**src/rtl/booth_pkg.sv**
```systemverilog
// rtl/booth_pkg.sv - shared types and helpers for the radix-4 Booth multiplier
package booth_pkg;

   typedef enum logic [1:0] {
      IDLE,
      CALC,
      ROUND,
      DONE
   } state_e;

   typedef enum logic [2:0] {
      ZERO,
      PM,
      P2M,
      M2M,
      MM
   } booth_sel_e;

   localparam int SAT_MAX_W = 64;

   typedef struct packed {
      logic [SAT_MAX_W-1:0] pos;
      logic [SAT_MAX_W-1:0] neg;
   } sat_t;

   // Clamp values for a signed two's-complement word of the given width.
   function automatic sat_t sat_consts(input int unsigned width);
      sat_t s;
      s.neg = {{(SAT_MAX_W-1){1'b0}}, 1'b1} << (width - 1);
      s.pos = s.neg - {{(SAT_MAX_W-1){1'b0}}, 1'b1};
      return s;
   endfunction

endpackage

```
**src/rtl/booth_r4_recoder.sv**
```systemverilog
// rtl/booth_r4_recoder.sv - radix-4 Booth digit recode and partial-product select
module booth_r4_recoder
   import booth_pkg::*;
#(
   parameter int WIDTH = 16
) (
   input  logic [2:0]       q_bits,
   input  logic [WIDTH-1:0] m,
   output logic [WIDTH+1:0] pp
);

   booth_sel_e       sel;
   logic [WIDTH+1:0] m1;
   logic [WIDTH+1:0] m2;

   assign m1 = {{2{m[WIDTH-1]}}, m};
   assign m2 = {m[WIDTH-1], m, 1'b0};

   always_comb begin
      sel = ZERO;
      case (q_bits)
         3'b001, 3'b010: sel = PM;
         3'b011:         sel = P2M;
         3'b100:         sel = M2M;
         3'b101, 3'b110: sel = MM;
         default:        sel = ZERO;
      endcase
   end

   always_comb begin
      pp = '0;
      case (sel)
         PM:      pp = m1;
         P2M:     pp = m2;
         M2M:     pp = -m2;
         MM:      pp = -m1;
         default: pp = '0;
      endcase
   end

endmodule

```
**src/rtl/carry_select_adder.sv**
```systemverilog
// rtl/carry_select_adder.sv - parametrised carry-select adder, wrap-around sum
module carry_select_adder #(
   parameter int WIDTH = 8
) (
   input  logic [WIDTH-1:0] a,
   input  logic [WIDTH-1:0] b,
   input  logic             cin,
   output logic [WIDTH-1:0] sum
);

   if (WIDTH < 2) begin : g_small
      assign sum = a + b + WIDTH'(cin);
   end else begin : g_split
      localparam int LO  = WIDTH / 2;
      localparam int HI  = WIDTH - LO;
      localparam int LO1 = LO + 1;

      logic [LO:0]   lo_sum;
      logic [HI-1:0] hi_sum0;
      logic [HI-1:0] hi_sum1;

      // Upper half is precomputed for both carry values and picked by the low carry.
      assign lo_sum  = {1'b0, a[LO-1:0]} + {1'b0, b[LO-1:0]} + LO1'(cin);
      assign hi_sum0 = a[WIDTH-1:LO] + b[WIDTH-1:LO];
      assign hi_sum1 = a[WIDTH-1:LO] + b[WIDTH-1:LO] + HI'(1'b1);
      assign sum     = {(lo_sum[LO] ? hi_sum1 : hi_sum0), lo_sum[LO-1:0]};
   end

endmodule

```
**src/rtl/booth_multiplier_r4.sv**
```systemverilog
// rtl/booth_multiplier_r4.sv - iterative radix-4 Booth signed fixed-point multiplier
module booth_multiplier_r4
   import booth_pkg::*;
#(
   parameter int WIDTH    = 16,
   parameter int FRAC     = 7,
   parameter bit SATURATE = 1'b1
) (
   input  logic             clk,
   input  logic             rst,
   input  logic             in_valid,
   output logic             in_ready,
   input  logic [WIDTH-1:0] multiplicand,
   input  logic [WIDTH-1:0] multiplier,
   input  logic             round_en,
   output logic             out_valid,
   input  logic             out_ready,
   output logic [WIDTH-1:0] result,
   output logic             overflow
);

   localparam int              CW        = (WIDTH / 2 > 1) ? $clog2(WIDTH / 2) : 1;
   localparam logic [CW-1:0]   LAST_STEP = CW'(WIDTH / 2 - 1);
   localparam int              RW        = 2 * WIDTH - FRAC;
   localparam sat_t            SAT       = sat_consts(WIDTH);
   localparam logic [WIDTH-1:0] SAT_POS  = SAT.pos[WIDTH-1:0];
   localparam logic [WIDTH-1:0] SAT_NEG  = SAT.neg[WIDTH-1:0];

   state_e           state_q, state_d;
   logic [WIDTH-1:0] m_q, m_d;
   logic             round_q, round_d;
   logic [WIDTH+1:0] a_q, a_d;
   logic [WIDTH:0]   q_q, q_d;
   logic [CW-1:0]    cnt_q, cnt_d;
   logic [WIDTH-1:0] result_q, result_d;
   logic             overflow_q, overflow_d;

   logic [WIDTH+1:0] pp;
   logic [WIDTH+1:0] acc_sum;
   logic [CW-1:0]    cnt_inc;
   logic [RW-1:0]    rnd_sum;
   logic [WIDTH-FRAC:0] ovf_bits;
   logic             ovf;

   booth_r4_recoder #(.WIDTH(WIDTH)) u_recoder (
      .q_bits (q_q[2:0]),
      .m      (m_q),
      .pp     (pp)
   );

   carry_select_adder #(.WIDTH(WIDTH + 2)) u_loop_add (
      .a   (a_q),
      .b   (pp),
      .cin (1'b0),
      .sum (acc_sum)
   );

   carry_select_adder #(.WIDTH(CW)) u_cnt_add (
      .a   (cnt_q),
      .b   ('0),
      .cin (1'b1),
      .sum (cnt_inc)
   );

   // Adding half an LSB leaves bits below FRAC-1 untouched, so only the carry
   // out of product bit FRAC-1 reaches R[2W-1:FRAC].
   carry_select_adder #(.WIDTH(RW)) u_rnd_add (
      .a   ({a_q[WIDTH-1:0], q_q[WIDTH:FRAC+1]}),
      .b   ('0),
      .cin (round_q & q_q[FRAC]),
      .sum (rnd_sum)
   );

   assign ovf_bits = rnd_sum[RW-1:WIDTH-1];
   assign ovf      = !((&ovf_bits) || !(|ovf_bits));

   always_comb begin
      state_d    = state_q;
      m_d        = m_q;
      round_d    = round_q;
      a_d        = a_q;
      q_d        = q_q;
      cnt_d      = cnt_q;
      result_d   = result_q;
      overflow_d = overflow_q;
      case (state_q)
         IDLE: begin
            if (in_valid) begin
               m_d     = multiplicand;
               round_d = round_en;
               a_d     = '0;
               q_d     = {multiplier, 1'b0};
               cnt_d   = '0;
               state_d = CALC;
            end
         end
         CALC: begin
            a_d   = {acc_sum[WIDTH+1], acc_sum[WIDTH+1], acc_sum[WIDTH+1:2]};
            q_d   = {acc_sum[1:0], q_q[WIDTH:2]};
            cnt_d = cnt_inc;
            if (cnt_q == LAST_STEP) begin
               state_d = ROUND;
            end
         end
         ROUND: begin
            overflow_d = ovf;
            if (ovf && SATURATE) begin
               result_d = rnd_sum[RW-1] ? SAT_NEG : SAT_POS;
            end else begin
               result_d = rnd_sum[WIDTH-1:0];
            end
            state_d = DONE;
         end
         DONE: begin
            if (out_ready) begin
               state_d = IDLE;
            end
         end
         default: state_d = IDLE;
      endcase
   end

   always_ff @(posedge clk) begin
      if (rst) begin
         state_q    <= IDLE;
         m_q        <= '0;
         round_q    <= 1'b0;
         a_q        <= '0;
         q_q        <= '0;
         cnt_q      <= '0;
         result_q   <= '0;
         overflow_q <= 1'b0;
      end else begin
         state_q    <= state_d;
         m_q        <= m_d;
         round_q    <= round_d;
         a_q        <= a_d;
         q_q        <= q_d;
         cnt_q      <= cnt_d;
         result_q   <= result_d;
         overflow_q <= overflow_d;
      end
   end

   assign in_ready  = (state_q == IDLE);
   assign out_valid = (state_q == DONE);
   assign result    = result_q;
   assign overflow  = overflow_q;

endmodule

```
**config.mk**
```make
export PLATFORM = sky130hd
export DESIGN_NAME = booth_multiplier_r4
export DESIGN_NICKNAME = d
export VERILOG_FILES = /design/src/rtl/booth_pkg.sv /design/src/rtl/booth_r4_recoder.sv /design/src/rtl/carry_select_adder.sv /design/src/rtl/booth_multiplier_r4.sv
export SDC_FILE = /design/constraint.sdc
export NUM_CORES = 1
export LEC_CHECK = 0
export CORE_UTILIZATION = 55
export DETAILED_ROUTE_END_ITERATION = 10
export PLACE_DENSITY = 0.88
export SYNTH_ARGS = -nofsm -noshare
export SYNTH_HDL_FRONTEND = slang
export SYNTH_SLANG_ARGS = --single-unit
```
**constraint.sdc**
```tcl
create_clock -name clk -period 10.5 [get_ports clk]
set_input_delay 2.1 -clock clk [delete_from_list [all_inputs] [get_ports clk]]
set_output_delay 2.1 -clock clk [all_outputs]
set_load 0.02 [all_outputs]
```
==> results.md, run 1 <==
* Clock root buffer: clkbuf_8
* Worst-Skew Late Latency at 0.35 ns
* Fraction of final layout cells with drive strength greater than 1 at 0.0469
* Final-layout setup total negative slack at 0 ns
* Tightest Hold Check Type: reg -> reg
* Max Root-Sink Buffers at 2
* Aggregate global routing overflow at 0
* Count of pins over their slew limit at 0
* Logic depth of the worst path, buffers included at 19
* Post-cts repair resize count at 0
* Count of warnings emitted by yosys at 0
* RSZ-0062 raised after global routing: false
* Final critical path time including I/O delays and setup at about 4.4 ns
* Gate count of the mapped netlist at 677
* Clock tree from TritonCTS: yes
* Vias in the first global route at approximately 4600
* Area grow syn2layout at 13.1%
* Maximum fanout encountered on the critical timing path at 5
* Post-Syn Nets at roughly 740
* Clock slew at reported path FFs at about 0.08 ns
* Number of different library cells in the post-synthesis netlist at between 60 and 70
* Max-cap violations at 0
* Slowest stage cell on the critical path: or3b_2
* Worst setup slack before clock tree synthesis at slightly above 6 ns
* Biggest area consumer among synthesized cells: dfxtp_1
* Number of synthesized register bits at between 70 and 80
* Number of endpoints with negative hold slack in the final report at 0
* Startpoint types: flip-flop
* Synth area leaders: dfxtp_1, nand2_1, ha_1
* Total of endpoints with negative setup slack in the final report at 0
* First drt pass iteration count at 5
* Post-synth top area share at 0.278
* Global-route wire length before repair at around 21000 um
* Pwr dens at roughly 250 mW/mm2
* CTS Hold Buffers Added at 0
* Worst Path Buf+Inv at 1
* Final Wtd Congestion at between 0.9 and 1
* Count of input and output buffers at 55
* Average wire per standard cell at ~15 um
* Post-synth EDFFs at 0
* Fin nets at around 760
* Number of antenna violations at the first check in global routing at 0
* Top FF cell, synth: dfxtp_1
* Inserted Clock Buffers at 9
* Required time of the critical path at 10.73 ns
* H-tree Lvls at 3
* Worst setup skew after layout at 0.0108 ns
* Overall Power at 1.49 mW
* Average vias per placed instance at slightly above 6
* End-of-flow core utilization at 0.638
* Leading cell type in the layout, fill and taps excluded: nand2_1
* Average instance area after synthesis at around 7.7 um2
* Pin slew with the least headroom to its limit at 1.14 ns
* Sequential area share after synthesis at 0.278
* Worst reg-to-reg path cell count at 19
* Setup Fix Bufs, Post-CTS at 0
* Combined area of all synthesized cells at 0.00519 mm2
* Number of antenna diodes at 0
* Placed cell count at between 700 and 800
* Arrival @ worst endpoint at roughly 4.6 ns
* Non-filler instance count after layout at 815
* Placement Cell Area at 0.00569 mm2
* I/O pin total at 56
* Chip width at between 90 and 100 um
* Antenna-violating nets left at 0
* Maximum cell stage delay along the critical path at 0.52 ns
* WHS at between 0.4 and 0.5 ns
* Final Cycle Share at 0.417
* Clock tree sinks at a little over 70
* Starting utilization of the core area at 0.564
* Die boundary height at between 90 and 100 um
* Total wirelength of the detailed-routed design at ~12000 um
* Static Leak at around 2.2 nW
* Setup slack of the critical path after layout at 6.12 ns
* Core Box Area at a little over 0.009 mm2
* Drt first-iter violations at ~260
* CP Cell Sequence: inv_1, ha_1, or3b_2, or2_4, or3_4, nand2_1, xor2_1, o21ai_0, nand2_1, o21ai_0, fa_1, nand3_1, nand2_1, a311oi_1, xnor2_1, nand4_1, xnor2_1, nand2b_1, mux2i_1
* Worst-case vdd ir drop at 0.136 mV
* Largest delay share family, worst path: simple AND/OR/NAND/NOR gates
* Largest net degree at the start of global routing at 57
* Total die area at between 0.009 and 0.01 mm2
* Count of vias placed by the detailed router at between 4000 and 5000
* CP Capture Type: flip-flop
* Layout Cell Area excl Fill at 0.00586 mm2
* Site row count at 35
* Type of the worst setup path: reg -> reg
* Async set-reset flop share out of synthesis at 0
* Half-perimeter wire length of the detailed placement result at about 9500 um
* Achievable Freq at 228 MHz
* Total Routing Usage GR at 0.261
* Tightest slew margin relative to the limit at 0.238
* Instance count along the most critical hold path at 2
* Most frequent cells in the layout: nand2_1, dfxtp_1, nor2_1, a21oi_1, clkdlybuf4s50_1
* Remaining routing DRC violations at 0
* Status: completed
* Most repeated library cell on the critical path: nand2_1
[metal layers]
layer	GRT usage	wire length [um]	up-vias
met3	0.0457	664	34
li1	-	-	2465
met4	0.117	378	0
met2	0.466	6180	180
met1	0.308	5270	2254
met5	0	0	-
[layout make-up]
class,instances,area (um2)
Clock inverter,6,45.0
Clock buffer,10,128
Inverter,14,52.6
Tap cell,111,139
Timing Repair Buffer,59,576
Fill cell,776,3330
Sequential cell,72,1440
Multi-Input combinational cell,543,3480
[synthesized netlist by cell type, types with 3 or more instances]
library cell	instances
buf_1	4
clkbuf_1	34
nor2b_1	7
nand4_1	9
or3_1	9
and3_1	7
a221oi_1	6
a22oi_1	16
and2_1	7
xnor2_1	32
mux2i_1	25
buf_2	6
o22a_1	3
inv_1	13
nor2_1	63
a211oi_1	19
or4_1	3
nor3_1	14
a31oi_1	6
nand2b_1	7
a22o_1	4
nand2_1	91
o41ai_1	4
dfxtp_1	72
ha_1	26
xor2_1	25
a21o_1	3
o31ai_1	4
o21ai_0	25
nand3_1	17
a21oi_1	62
o21ai_1	11
[power breakdown]
part / total [mW] / internal, mW / leakage [nW] / switching, mW
Combinational: 0.845 / 0.350 / 1.56 / 0.495
Clock: 0.194 / 0.0868 / 0.0842 / 0.107
Sequential: 0.449 / 0.347 / 0.588 / 0.102
[worst register-to-register path: stages (launching register included)]
cell and delay, ns:
dfxtp_1 0.34, inv_1 0.09, ha_1 0.19, or3b_2 0.52, or2_4 0.28, or3_4 0.35
nand2_1 0.09, xor2_1 0.18, o21ai_0 0.10, nand2_1 0.07, o21ai_0 0.18, fa_1 0.49
nand3_1 0.09, nand2_1 0.09, a311oi_1 0.42, xnor2_1 0.23, nand4_1 0.16, xnor2_1 0.19
nand2b_1 0.12, mux2i_1 0.06
[sequential cells by signal, indices dropped and copies added, names as in the netlist]
register and cells:
q_q 17, a_q 16, m_q 16, result 16, cnt_q 3, state_q 2
overflow 1, round_q 1
[path summary, 6_finish.rpt]
check                                             from                endpoint  slack, ns
worst max-delay path               m_q[0]$_SDFFE_PP0P_    a_q[16]$_SDFFE_PP0P_       6.12
worst min-delay path            result[2]$_SDFFE_PP0P_  result[2]$_SDFFE_PP0P_       0.48
worst max register to register     m_q[0]$_SDFFE_PP0P_    a_q[16]$_SDFFE_PP0P_       6.12
worst min register to register  result[2]$_SDFFE_PP0P_  result[2]$_SDFFE_PP0P_       0.48
[kinds of logic (layout without fill, tap and decap cells)]
logic type / count (synthesis) / in the layout / share of synthesized area
xor gates and xnor gates: 57 / 57 / 0.0963
adders and majority gates: 28 / 28 / 0.0704
muxes: 26 / 26 / 0.0504
and+or+nand+nor: 251 / 251 / 0.234
DFF: 72 / 72 / 0.278
buffers and inverters: 62 / 89 / 0.0507
AOI/OAI and AO/OA: 181 / 181 / 0.220
Note: power is estimated with default switching activity, not from simulation.
==> inputs of run 2 (changes only) <==
- CORE_UTILIZATION: 55 -> 52
- PLACE_DENSITY: 0.88 -> 0.87
- clock period: 10.5 -> 4 ns (I/O delays scaled with it)
==> results.md, run 2 (synthesized netlist as in run 1, its figures left out) <==
* Status: completed
* Capturing point of the worst reg2reg path: a_q[16]$_SDFFE_PP0P_
* Relative contribution of the clock network to total power at 0.129 (about the same)
* Remaining routing DRC violations at 0 (unchanged)
* Fin nets at 798 (+4.5%)
* Worst reg-to-reg path cell count at 18 (-1)
* Arrival @ worst endpoint at 4.17 ns (-0.44 ns)
* CP Capture Type: flip-flop
* CTS Hold Buffers Added at 0 (unchanged)
* Fraction of final layout cells with drive strength greater than 1 at 0.127 (+0.0805)
* First drt pass iteration count at 5 (unchanged)
* Site row count at 36 (+2.9%)
* Worst setup slack before clock tree synthesis at -0.101 ns (-6.22 ns)
* Largest register FFs at 17 (unchanged)
* Required time of the critical path at 4.23 ns (-6.50 ns)
* Clock root buffer: clkbuf_8
* H-tree Lvls at 3 (unchanged)
* Net switching fraction of the power at 0.469 (-0.00498)
* Leading cell type in the layout, fill and taps excluded: nand2_1
* RSZ-0062 raised after global routing: true
* Largest net degree at the start of global routing at 53 (-7.0%)
* Die boundary height at 102 um (+2.8%)
* Switching power of the nets at 2.04 mW (+190%)
* Overall Power at 4.34 mW (+190%)
* Inserted Clock Buffers at 9 (unchanged)
* Most repeated library cell on the critical path: xnor2_1
* Final Cycle Share at 0.983 (+0.566)
* Final Wtd Congestion at 0.927 (-2.5%)
* Final critical path time including I/O delays and setup at 3.93 ns (-0.448 ns)
* Total of endpoints with negative setup slack in the final report at 0 (unchanged)
* Startpoint of the worst register-to-register path: m_q[0]$_SDFFE_PP0P_
* Count of vias placed by the detailed router at 5104 (+3.5%)
* Core Box Area at 0.00973 mm2 (+5.8%)
* Max-cap violations at 0 (unchanged)
* CP Cell Sequence: inv_2, ha_4, or3b_4, or2_4, or3_4, nand2b_4, nand2_2, xnor2_1, a221oi_1, a31oi_1, ha_1, buf_6, a311oi_4, xnor2_2, nand4_1, xnor2_1, nand2b_1, mux2i_1
* Total Routing Usage GR at 0.274 (+0.0125)
* Max Root-Sink Buffers at 2 (unchanged)
* Worst Path Buf+Inv at 2 (+1)
* Static Leak at 2.43 nW (+8.7%)
* Total wirelength of the detailed-routed design at 13500 um (+8.3%)
* Maximum fanout encountered on the critical timing path at 3 (-2)
* Total die area at 0.0104 mm2 (+5.6%)
* Combinational fraction of design power at 0.607 (+0.039)
* Most flops, register: q_q
* Largest delay share family, worst path: simple AND/OR/NAND/NOR gates
* Worst Setup SP: m_q[0]$_SDFFE_PP0P_
* Achievable Freq at 254 MHz (+11%)
* Half-perimeter wire length of the detailed placement result at 10200 um (+8.1%)
* Maximum cell stage delay along the critical path at 0.38 ns (-0.14 ns)
* Cell internal pwr at 2.31 mW (+190%)
* Number of antenna violations at the first check in global routing at 0 (unchanged)
* Setup slack of the critical path after layout at 0.0661 ns (-6.05 ns)
* Logic depth of the worst path, buffers included at 18 (-1)
* Tightest slew margin relative to the limit at 0.309 (+0.0710)
* Aggregate global routing overflow at 0 (unchanged)
* Most frequent cells in the layout: nand2_1, dfxtp_1, nor2_1, a21oi_1, clkdlybuf4s50_1
* Slowest stage cell on the critical path: or3_4
* Worst setup skew after layout at 0.0130 ns (+0.00215 ns)
* Chip width at 102 um (+2.8%)
* Area grow syn2layout at 21.7%
* Starting utilization of the core area at 0.533 (-0.0309)
* Startpoint types: flip-flop
* Worst-Skew Late Latency at 0.36 ns (about the same)
* Tightest Hold Check Type: reg -> reg
* Clock tree from TritonCTS: yes
* Clock tree sinks at 72 (unchanged)
* Average wire per standard cell at 15.5 um (+1.3%)
* I/O pin total at 56 (unchanged)
* Antenna-violating nets left at 0 (unchanged)
* Drt first-iter violations at 234 (-10%)
* Pwr dens at 688 mW/mm2 (+170%)
* Pin slew with the least headroom to its limit at 1.03 ns (-0.108 ns)
* Count of input and output buffers at 55 (unchanged)
* Worst-case vdd ir drop at 0.376 mV (+180%)
* Termination of the worst setup path: a_q[16]$_SDFFE_PP0P_
* Clock slew at reported path FFs at 0.09 ns (about the same)
* Vias in the first global route at 4914 (+7.8%)
* Sequential Power Share at 0.264 (-0.038)
* Number of antenna diodes at 0 (unchanged)
* Count of pins over their slew limit at 0 (unchanged)
* Type of the worst setup path: reg -> reg
* Register-to-register path setup slack at 0.07 ns (-6.05 ns)
* Global-route wire length before repair at 22500 um (+7.9%)
* Number of endpoints with negative hold slack in the final report at 0 (unchanged)
* Average vias per placed instance at 5.86 (-3.2%)
==> run 2: changes by cell type in the layout (fill, tap and decap cells not counted), sizes merged <==
| cell | change |
|---|---|
| buf | +34 |
| clkinv | -2 |
| inv | +2 |
| clkbuf | -1 |
| clkinvlp | +1 |
==> run 2: final cells by class <==
class | instances | area (um2)
tap | 133 | 166
timing repair buffer | 93 | 842
clock buffer | 9 | 124
clock inverter | 7 | 65.1
inverter | 14 | 52.6
multi-input combinational | 543 | 3620
sequential | 72 | 1440
fill | 837 | 3420
==> run 2: through the flow <==
stage,instance area (um2),util,instances,TNS [ns],hold slack (ns)
finish,6310,0.649,871,0,0.479
global route,6310,0.649,871,-0.181,0.496
CTS,6170,0.634,869,0,0.479
detailed placement,5940,0.610,850,-0.137,0.458
global placement,5940,0.610,850,0,0.448
floorplan,5190,-,677,0,0.432
==> run 2: timing repair <==
item	in CTS	in global routing
gates resized for setup	7	30
setup buffers	3	2
endpoints found under the setup margin	2	9
pin swaps	5	19
==> run 2: worst register-to-register path, delay by kind of cell (launching register included) <==
| kind | cells | cell delay (ns) |
|---|---|---|
| adder cells (fa/ha/maj) | 2 | 0.48 |
| buffers and inverters | 2 | 0.22 |
| multiplexers | 1 | 0.06 |
| AND/OR/NAND/NOR | 7 | 1.51 |
| AO/OA/AOI/OAI | 3 | 0.72 |
| flip-flops | 1 | 0.34 |
| XOR/XNOR | 3 | 0.46 |
==> run 2: worst min path at each step <==
stage                           start                endpoint  slack [ns]  depth (start not counted)
6_report         round_q$_SDFFE_PP0P_    round_q$_SDFFE_PP0P_        0.48                          2
5_1_grt        result[5]$_SDFFE_PP0P_  result[5]$_SDFFE_PP0P_        0.50                          2
4_1_cts          round_q$_SDFFE_PP0P_    round_q$_SDFFE_PP0P_        0.48                          2
3_5_place_dp   result[5]$_SDFFE_PP0P_  result[5]$_SDFFE_PP0P_        0.46                          2
3_3_place_gp   result[4]$_SDFFE_PP0P_  result[4]$_SDFFE_PP0P_        0.45                          2
2_1_floorplan    round_q$_SDFFE_PP0P_    round_q$_SDFFE_PP0P_        0.43                          2
==> run 2: power by group through the flow <==
stage	registers [mW]	clock network, mW	logic (mW)
final	1.14	0.562	2.64
after floorplan	1.11	0	1.76
after CTS	1.13	0.568	2.48
after global placement	1.13	0	2.31
after global routing	1.18	0.600	2.87
after detailed placement	1.15	0	2.42
==> run 2: per-layer routing <==
metal	vias up	GRT usage	routed length, um	share of wire
met5	-	0	0	0
met4	0	0.118	352	0.026
met3	39	0.0417	652	0.048
met2	176	0.507	6870	0.51
met1	2370	0.312	5660	0.42
li1	2519	-	-	-
